**src/rtl/video_pkg.sv**
```systemverilog
// video_pkg: mode encodings, luma weights and pipeline constants shared by the video filters.
package video_pkg;
    localparam logic [2:0] MODE_COLOUR = 3'd0;
    localparam logic [2:0] MODE_GREEN  = 3'd1;
    localparam logic [2:0] MODE_AMBER  = 3'd2;
    localparam logic [2:0] MODE_WHITE  = 3'd3;
    localparam logic [2:0] MODE_INV    = 3'd4;
    localparam int KR = 54;
    localparam int KG = 183;
    localparam int KB = 19;
    localparam int LUMA_SHIFT = 8;
    localparam int PIPE_LAT = 3;
    typedef struct packed {
        logic hs;
        logic vs;
        logic blank;
        logic dim;
    } side_t;
    function automatic logic [2:0] map_mode(input logic [2:0] m);
        return (m > MODE_INV) ? MODE_COLOUR : m;
    endfunction
endpackage

```
**src/rtl/video_luma.sv**
```systemverilog
// video_luma: two-stage pixel-enable-gated Rec.709 luma (weights sum to 256, so no saturation).
module video_luma
    import video_pkg::*;
#(
    parameter int CW = 6
) (
    input  logic          clk,
    input  logic          rst,
    input  logic          ce,
    input  logic [CW-1:0] i_r,
    input  logic [CW-1:0] i_g,
    input  logic [CW-1:0] i_b,
    output logic [CW-1:0] o_y
);
    logic [CW+7:0] r_pr, r_pg, r_pb;
    logic [CW+7:0] w_sum;
    assign w_sum = r_pr + r_pg + r_pb;
    always_ff @(posedge clk) begin
        if (rst) begin
            r_pr <= '0;
            r_pg <= '0;
            r_pb <= '0;
            o_y  <= '0;
        end else if (ce) begin
            r_pr <= (CW+8)'(KR * i_r);
            r_pg <= (CW+8)'(KG * i_g);
            r_pb <= (CW+8)'(KB * i_b);
            o_y  <= w_sum[LUMA_SHIFT +: CW];
        end
    end
endmodule

```
**src/rtl/video_mono_filter.sv**
```systemverilog
// video_mono_filter: frame-latched monochrome recolouring with scanline dimming,
// three enabled cycles of latency for pixels and sideband alike.
module video_mono_filter
    import video_pkg::*;
#(
    parameter int   CW        = 6,
    parameter logic SYNC_IDLE = 1'b1
) (
    input  logic          clk_vga,
    input  logic          rst,
    input  logic          ce_pix,
    input  logic [CW-1:0] r_in,
    input  logic [CW-1:0] g_in,
    input  logic [CW-1:0] b_in,
    input  logic          hs_in,
    input  logic          vs_in,
    input  logic          blank_in,
    input  logic [2:0]    mode_in,
    input  logic          scan_en_in,
    output logic [CW-1:0] r_out,
    output logic [CW-1:0] g_out,
    output logic [CW-1:0] b_out,
    output logic          hs_out,
    output logic          vs_out,
    output logic          blank_out,
    output logic [2:0]    mode_active
);
    localparam side_t SIDE_RST = '{hs: SYNC_IDLE, vs: SYNC_IDLE, blank: 1'b1, dim: 1'b0};
    localparam logic [CW-1:0] MAXV = '1;
    logic r_hs_d, r_vs_d, r_scan, r_par;
    side_t r_side [PIPE_LAT-1];
    logic [3*CW-1:0] r_raw [PIPE_LAT-1];
    logic w_hs_edge, w_vs_edge;
    logic [CW-1:0] w_y, w_inv, w_r, w_g, w_b, w_rr, w_rg, w_rb;
    side_t w_s;
    assign w_hs_edge = ce_pix && (hs_in != SYNC_IDLE) && (r_hs_d == SYNC_IDLE);
    assign w_vs_edge = ce_pix && (vs_in != SYNC_IDLE) && (r_vs_d == SYNC_IDLE);
    video_luma #(.CW(CW)) u_luma (
        .clk(clk_vga), .rst(rst), .ce(ce_pix),
        .i_r(r_in), .i_g(g_in), .i_b(b_in), .o_y(w_y)
    );
    assign w_s = r_side[PIPE_LAT-2];
    assign {w_rr, w_rg, w_rb} = r_raw[PIPE_LAT-2];
    assign w_inv = MAXV - w_y;
    assign w_r = (mode_active == MODE_GREEN) ? '0 :
                 (mode_active == MODE_AMBER || mode_active == MODE_WHITE) ? w_y :
                 (mode_active == MODE_INV) ? w_inv : w_rr;
    assign w_g = (mode_active == MODE_GREEN || mode_active == MODE_WHITE) ? w_y :
                 (mode_active == MODE_AMBER) ? (w_y >> 1) :
                 (mode_active == MODE_INV) ? w_inv : w_rg;
    assign w_b = (mode_active == MODE_GREEN || mode_active == MODE_AMBER) ? '0 :
                 (mode_active == MODE_WHITE) ? w_y :
                 (mode_active == MODE_INV) ? w_inv : w_rb;
    // blank overrides both the mode mux and the scanline dim
    function automatic logic [CW-1:0] finish(input logic [CW-1:0] x, input side_t s);
        return s.blank ? '0 : s.dim ? (x >> 1) : x;
    endfunction
    always_ff @(posedge clk_vga) begin
        if (rst) begin
            r_hs_d      <= SYNC_IDLE;
            r_vs_d      <= SYNC_IDLE;
            r_scan      <= 1'b0;
            r_par       <= 1'b0;
            mode_active <= MODE_COLOUR;
            for (int i = 0; i < PIPE_LAT-1; i++) begin
                r_side[i] <= SIDE_RST;
                r_raw[i]  <= '0;
            end
            r_out     <= '0;
            g_out     <= '0;
            b_out     <= '0;
            hs_out    <= SYNC_IDLE;
            vs_out    <= SYNC_IDLE;
            blank_out <= 1'b1;
        end else if (ce_pix) begin
            r_hs_d <= hs_in;
            r_vs_d <= vs_in;
            if (w_vs_edge) begin
                mode_active <= map_mode(mode_in);
                r_scan      <= scan_en_in;
                r_par       <= 1'b0;
            end else if (w_hs_edge) begin
                r_par <= ~r_par;
            end
            r_side[0] <= '{hs: hs_in, vs: vs_in, blank: blank_in, dim: r_par & r_scan};
            r_raw[0]  <= {r_in, g_in, b_in};
            for (int i = 1; i < PIPE_LAT-1; i++) begin
                r_side[i] <= r_side[i-1];
                r_raw[i]  <= r_raw[i-1];
            end
            r_out     <= finish(w_r, w_s);
            g_out     <= finish(w_g, w_s);
            b_out     <= finish(w_b, w_s);
            hs_out    <= w_s.hs;
            vs_out    <= w_s.vs;
            blank_out <= w_s.blank;
        end
    end
endmodule
```
**config.mk**
```make
export PLATFORM = sky130hd
export DESIGN_NAME = video_mono_filter
export DESIGN_NICKNAME = d
export VERILOG_FILES = /design/src/rtl/video_pkg.sv /design/src/rtl/video_luma.sv /design/src/rtl/video_mono_filter.sv
export SDC_FILE = /design/constraint.sdc
export NUM_CORES = 1
export LEC_CHECK = 0
export CAP_MARGIN = 20
export CELL_PAD_IN_SITES_DETAIL_PLACEMENT = 1
export CELL_PAD_IN_SITES_GLOBAL_PLACEMENT = 1
export CORE_MARGIN = 5
export CORE_UTILIZATION = 47
export CTS_CLUSTER_SIZE = 10
export DETAILED_ROUTE_END_ITERATION = 6
export GPL_ROUTABILITY_DRIVEN = 0
export MAX_ROUTING_LAYER = met4
export PLACE_DENSITY_LB_ADDON = 0.1
export SLEW_MARGIN = 25
export SYNTH_ARGS = -nofsm -noshare
export SYNTH_HDL_FRONTEND = slang
export SYNTH_HIERARCHICAL = 1
export SYNTH_SLANG_ARGS = --single-unit
```
**constraint.sdc**
```tcl
create_clock -name clk_vga -period 5.1 [get_ports clk_vga]
set_clock_uncertainty 0.05 [all_clocks]
set_input_delay 1.275 -clock clk_vga [delete_from_list [all_inputs] [get_ports clk_vga]]
set_output_delay 1.275 -clock clk_vga [all_outputs]
set_load 0.01 [all_outputs]
```
Word level (Yosys, flattened, before mapping)
Memories as Yosys holds them, arrays and structs flattened. Cells that the tools add are included.

Memory bits (writable): 44. Memories: 2. Bits in registers: 70. Logic and storage cells: 73. Input bits: 28.

Memory list: r_raw (depth 2, bits a word 18, read ports 2, clocked after Yosys merged registers in 0, wr ports 2, RTL line video_mono_filter.sv:32) `logic [3*CW-1:0] r_raw [PIPE_LAT-1];`; r_side (depth 2, bits a word 4, read ports 2, clocked after Yosys merged registers in 0, wr ports 2, RTL line video_mono_filter.sv:31) `side_t r_side [PIPE_LAT-1];`.

$lt $le $gt $ge: 1. $add $sub $neg: 3. Equality and inequality tests: 4. Multiply operators: 3. Muxes and demuxes: 27. Reductions and logical operators: 10. Bitwise logic cells: 8.

Operator list (number): 2-to-1 mux 6 bit (15); 2-to-1 mux 18 bit (2); multiplier 5 x 6 -> 11 bit (first input constant) (2); adder 12 x 14 -> 14 bit (1); adder 14 x 11 -> 14 bit (1); multiplier 8 x 6 -> 14 bit (first input constant) (1); 2-to-1 mux 4 bit (2); 2-to-1 mux 1 bit (7); == test 3 x 2 -> 1 bit (second input constant) (2); subtractor 6 bit (first input constant) (1); logical AND 1 bit (4); OR 1 bit (4); AND reduction 2 bit (2); == test 3 x 1 -> 1 bit (second input constant) (1); == test 3 bit (second input constant) (1); > comparator 3 bit (second input constant) (1); logical OR 1 bit (3); 2-to-1 mux 3 bit (1); NOT 1 bit (3); nonzero test 2 bit (1); bitwise AND 1 bit (1).

Logic depth before layout (Yosys ltp)
Depth after elaboration: 6. Gate-level depth with buffers: 12.

Hierarchy
The synthesis kept the hierarchy.

Modules (own cells, without submodules): video_luma (times used 1, area each 4275.4 sq um, seq. area each 840.8 sq um, cells each 455); video_mono_filter (times used 1, area each 3313.2 sq um, seq. area each 1881.8 sq um, cells each 297).

Worst setup path after synthesis
OpenSTA, ideal clock, no wires.

Path kind: input to register. Start: in g_in[3]. End: reg u_luma.r_pg[13]. Path slack: 675 ps. Data arrival time: 4238 ps. Required time: 4913 ps. Stages on the path: 11. Path through: fa_1 > inv_1 > fa_1 > inv_1 > fa_1 > ha_1 > nor2b_1 > o31a_1 > o21a_1 > o311ai_0 > o211ai_1.

Word-level cells in the longest chain between the ends: 1.

Ends and longest elaborated chain: start: declaration (RTL line video_mono_filter.sv:13) `input logic [CW-1:0] g_in,`; multiplier 8 x 6 -> 14 bit (RTL line video_luma.sv:26) `r_pg <= (CW+8)'(KG * i_g);`; end signal: assignment (RTL line video_luma.sv:26); end: declaration (RTL line video_luma.sv:15) `logic [CW+7:0] r_pr, r_pg, r_pb;`.

Every way passes these cells. A chain may end at the register's enable or synchronous reset.

Final worst setup path
Ends and elaborated chain as after synthesis.

==> flow_summary.yaml <==
setup_path:
  cp-end-kind: "flop"
  cp.depth: 12
  r2r_end: "u_luma/o_y[2]"
  critPathMaxFanout: 4
  rr_worst_depth: 7
  arrival_ps: 5100
  worstPathRequired_ps: 5330
  slowest_delay_ps: 590
  cpMostUsedCell: "fa_1"
  start_kind: "input port"
  crit_path_top_delay_cell: "fa_1"
  crit_type: "input port to flop"
  crit_family: "adder cells"
  rrSetupSlack_ps: 2120
  cp_cell_sequence: "clkdlybuf4s50_1, fa_1, inv_1, fa_1, inv_1, fa_1, ha_1, nor2b_1, o31a_1, o21a_1, o311ai_0, o211ai_1"
  regToRegStartpoint: "u_luma/r_pb[9]"
  timing.critical_path.buf_inv: 3
floorplanning:
  core-area_um2: 15890
  fp.dieH_um: 137.1
  io_pins: 52
  die_width_um: 137.1
  num_rows: 46
  start_util_pct: 47.77
  dieArea_um2: 18790
clocking:
  clock-sinks: 114
  post_cts.repair.setup_buffers: 0
  cts_buffers: 17
  cts_buffer_depth: 2
  h-tree-depth: 4
  cts_tree: "built"
  cts_root_buffer: "clkbuf_16"
  postCtsResizedCells: 0
  clock_latency_ps: 420
  path_clk_slew_ps: 60
  cts_hold_buf: 0
placement:
  dpl_cell_area_um2: 8285
  place_hpwl_um: 14600
  place_inst: 993
  port_buffers: 51
logic_synthesis:
  netlist_instances: 752
  syn-num-nets: 886
  syn_avg_cell_area_um2: 10.09
  syn-cell-area_um2: 7589
  synth_warnings: 6
  async_reset_ff_share_pct: 0
  synth_edf_count: 44
  synth_seq_area_share_pct: 35.88
  yosys_register_bits: 114
  synth.distinct_cells: 73
  synth_ff_type: "dfxtp_1"
detailed_routing:
  viasPerCell: 5.796
  drt_iter0_markers: 416
  post_drt_wl_per_cell_um: 19.26
  drtPass1Iterations: 4
  via_count: 5941
  ant_nets: 0
  drc_errors: 0
  routed_wl_um: 19740
layout:
  synthToLayoutAreaGrowth_pct: 17.26
  utilization_pct: 56.02
  layout_common_cells: "76 x ha_1, 70 x dfxtp_1, 60 x inv_1"
  nFillCells: 1755
  instances_no_fill: 1025
  fin_nets: 930
  final_common_cell: "ha_1"
  design_area_um2: 8899
  layout-drive-gt1-share_pct: 8.282
  diodes: 0
global_route:
  antenna_found_initial: 0
  grt_pass1_vias: 6544
  grt_usage_pct: 23.19
  grt_pass1_wl_um: 33140
  use_met1_pct: 27.10
  grt_use_met3_pct: 3.860
  globalRouteOverflowTotal: 0
  use_met2_pct: 39.97
  grt_max_degree: 46
  top_usage_layer: "met2"
sta:
  hold_viol_final: 0
  period_share_pct: 95.61
  period_needed_ps: 4876
  final-setup-viol-count: 0
  rsz0062_at_grt: "false"
  slew_violations: 0
  tightest_slew_ps: 1034
  relSlewSlack_pct: 29.29
  clock.fmax_ghz: 0.2051
pwr:
  leakagePower_uw: 0.003783
  irDropWorstVdd_mv: 0.2457
  cellPowerDensity_nw_per_um2: 377.8
run:
  maxCapViolations: 0
worst_hold_path:
  min_to: "r_out[0]"
  hold_class: "flop to flop"
  hold_start: "r_out[0]"
  min_delay_path_depth: 2
status:
  status: "completed"
-- cell usage after synthesis (9+ instances only) --
cell type,count,share of area (%)
a21o_1,9,0.89
a221o_1,11,1.5
dfxtp_1,70,18
nor2_1,40,2.0
o21ai_0,14,0.92
and2_1,41,3.4
nand2b_1,14,1.2
nand2_1,33,1.6
nor3_1,11,0.73
a211oi_1,9,0.89
buf_2,13,0.86
ha_1,76,13
clkbuf_1,23,1.1
a21oi_1,25,1.6
mux2i_1,24,3.2
nand3_1,27,1.8
fa_1,30,7.9
inv_1,61,3.0
edfxtp_1,44,17
-- area by class of cell --
cell class	instances	area, um2	share of cell area (%)
clock buffer	19	464.2	5.217
clock inverter	13	148.9	1.673
inverter	62	232.7	2.615
multi-input combinational	537	4462	50.14
sequential	114	2723	30.60
tap	216	270.3	3.037
timing repair buffer	64	598.1	6.721
-- routing by layer --
metal / up-vias / wire length (um) / part of all wire [%]
li1: 2848 / - / -
met1: 2945 / 8357 / 42
met2: 114 / 10300 / 52
met3: 34 / 588 / 3.0
met4: 0 / 489 / 2.5
met5: - / 0 / 0
-- tightest hold or removal path: cells and delay by family (launching register included) --
kind          cells  cell delay, ps
simple gates      2             100
flops             1             320
-- worst max-delay path by stage --
stage | startpoint | end
after CTS | g_in[3] | u_luma/r_pg[13]
after floorplan | g_in[3] | u_luma/r_pg[13]
after global placement | g_in[3] | u_luma/r_pg[13]
after detailed placement | g_in[3] | u_luma/r_pg[13]
final | g_in[3] | u_luma/r_pg[13]
after global routing | g_in[3] | u_luma/r_pg[13]
-- power breakdown --
| part | switching, uW | total, uW | internal, uW |
|---|---|---|---|
| combinational | 557 | 994 | 437 |
| sequential | 92.9 | 1140 | 1040 |
| clock | 462 | 1230 | 768 |
-- through the flow --
stage	hold slack, ps	total power (uW)	TNS, ps	setup slack [ps]
6_report	405.7	3362	0	224.1
5_1_grt	439.9	3572	0	110.9
4_1_cts	416.7	3384	0	235.0
3_5_place_dp	402.7	2126	-167.6	-101.4
3_3_place_gp	389.4	2067	0	104.2
2_1_floorplan	382.1	1832	0	674.7
-- state kept, by name (all words and copies together), names as in the netlist --
name	flops
g_out	6
r_out	6
hs_out	1
mode_active	3
blank_out	1
b_out	6
u_luma/r_pb	11
u_luma/r_pg	14
r_raw	36
vs_out	1
r_par	1
r_hs_d	1
u_luma/r_pr	11
u_luma/o_y	6
r_side	8
r_vs_d	1
r_scan	1
-- logic make-up after synthesis --
group / share of synthesized area [%]
adders and majority gates: 20.45
xor gates and xnor gates: 1.731
and+or+nand+nor: 17.26
DFF: 35.88
AOI/OAI and AO/OA: 15.37
buffers and inverters: 5.358
muxes: 3.957
Power figures use the tool's default switching activity.
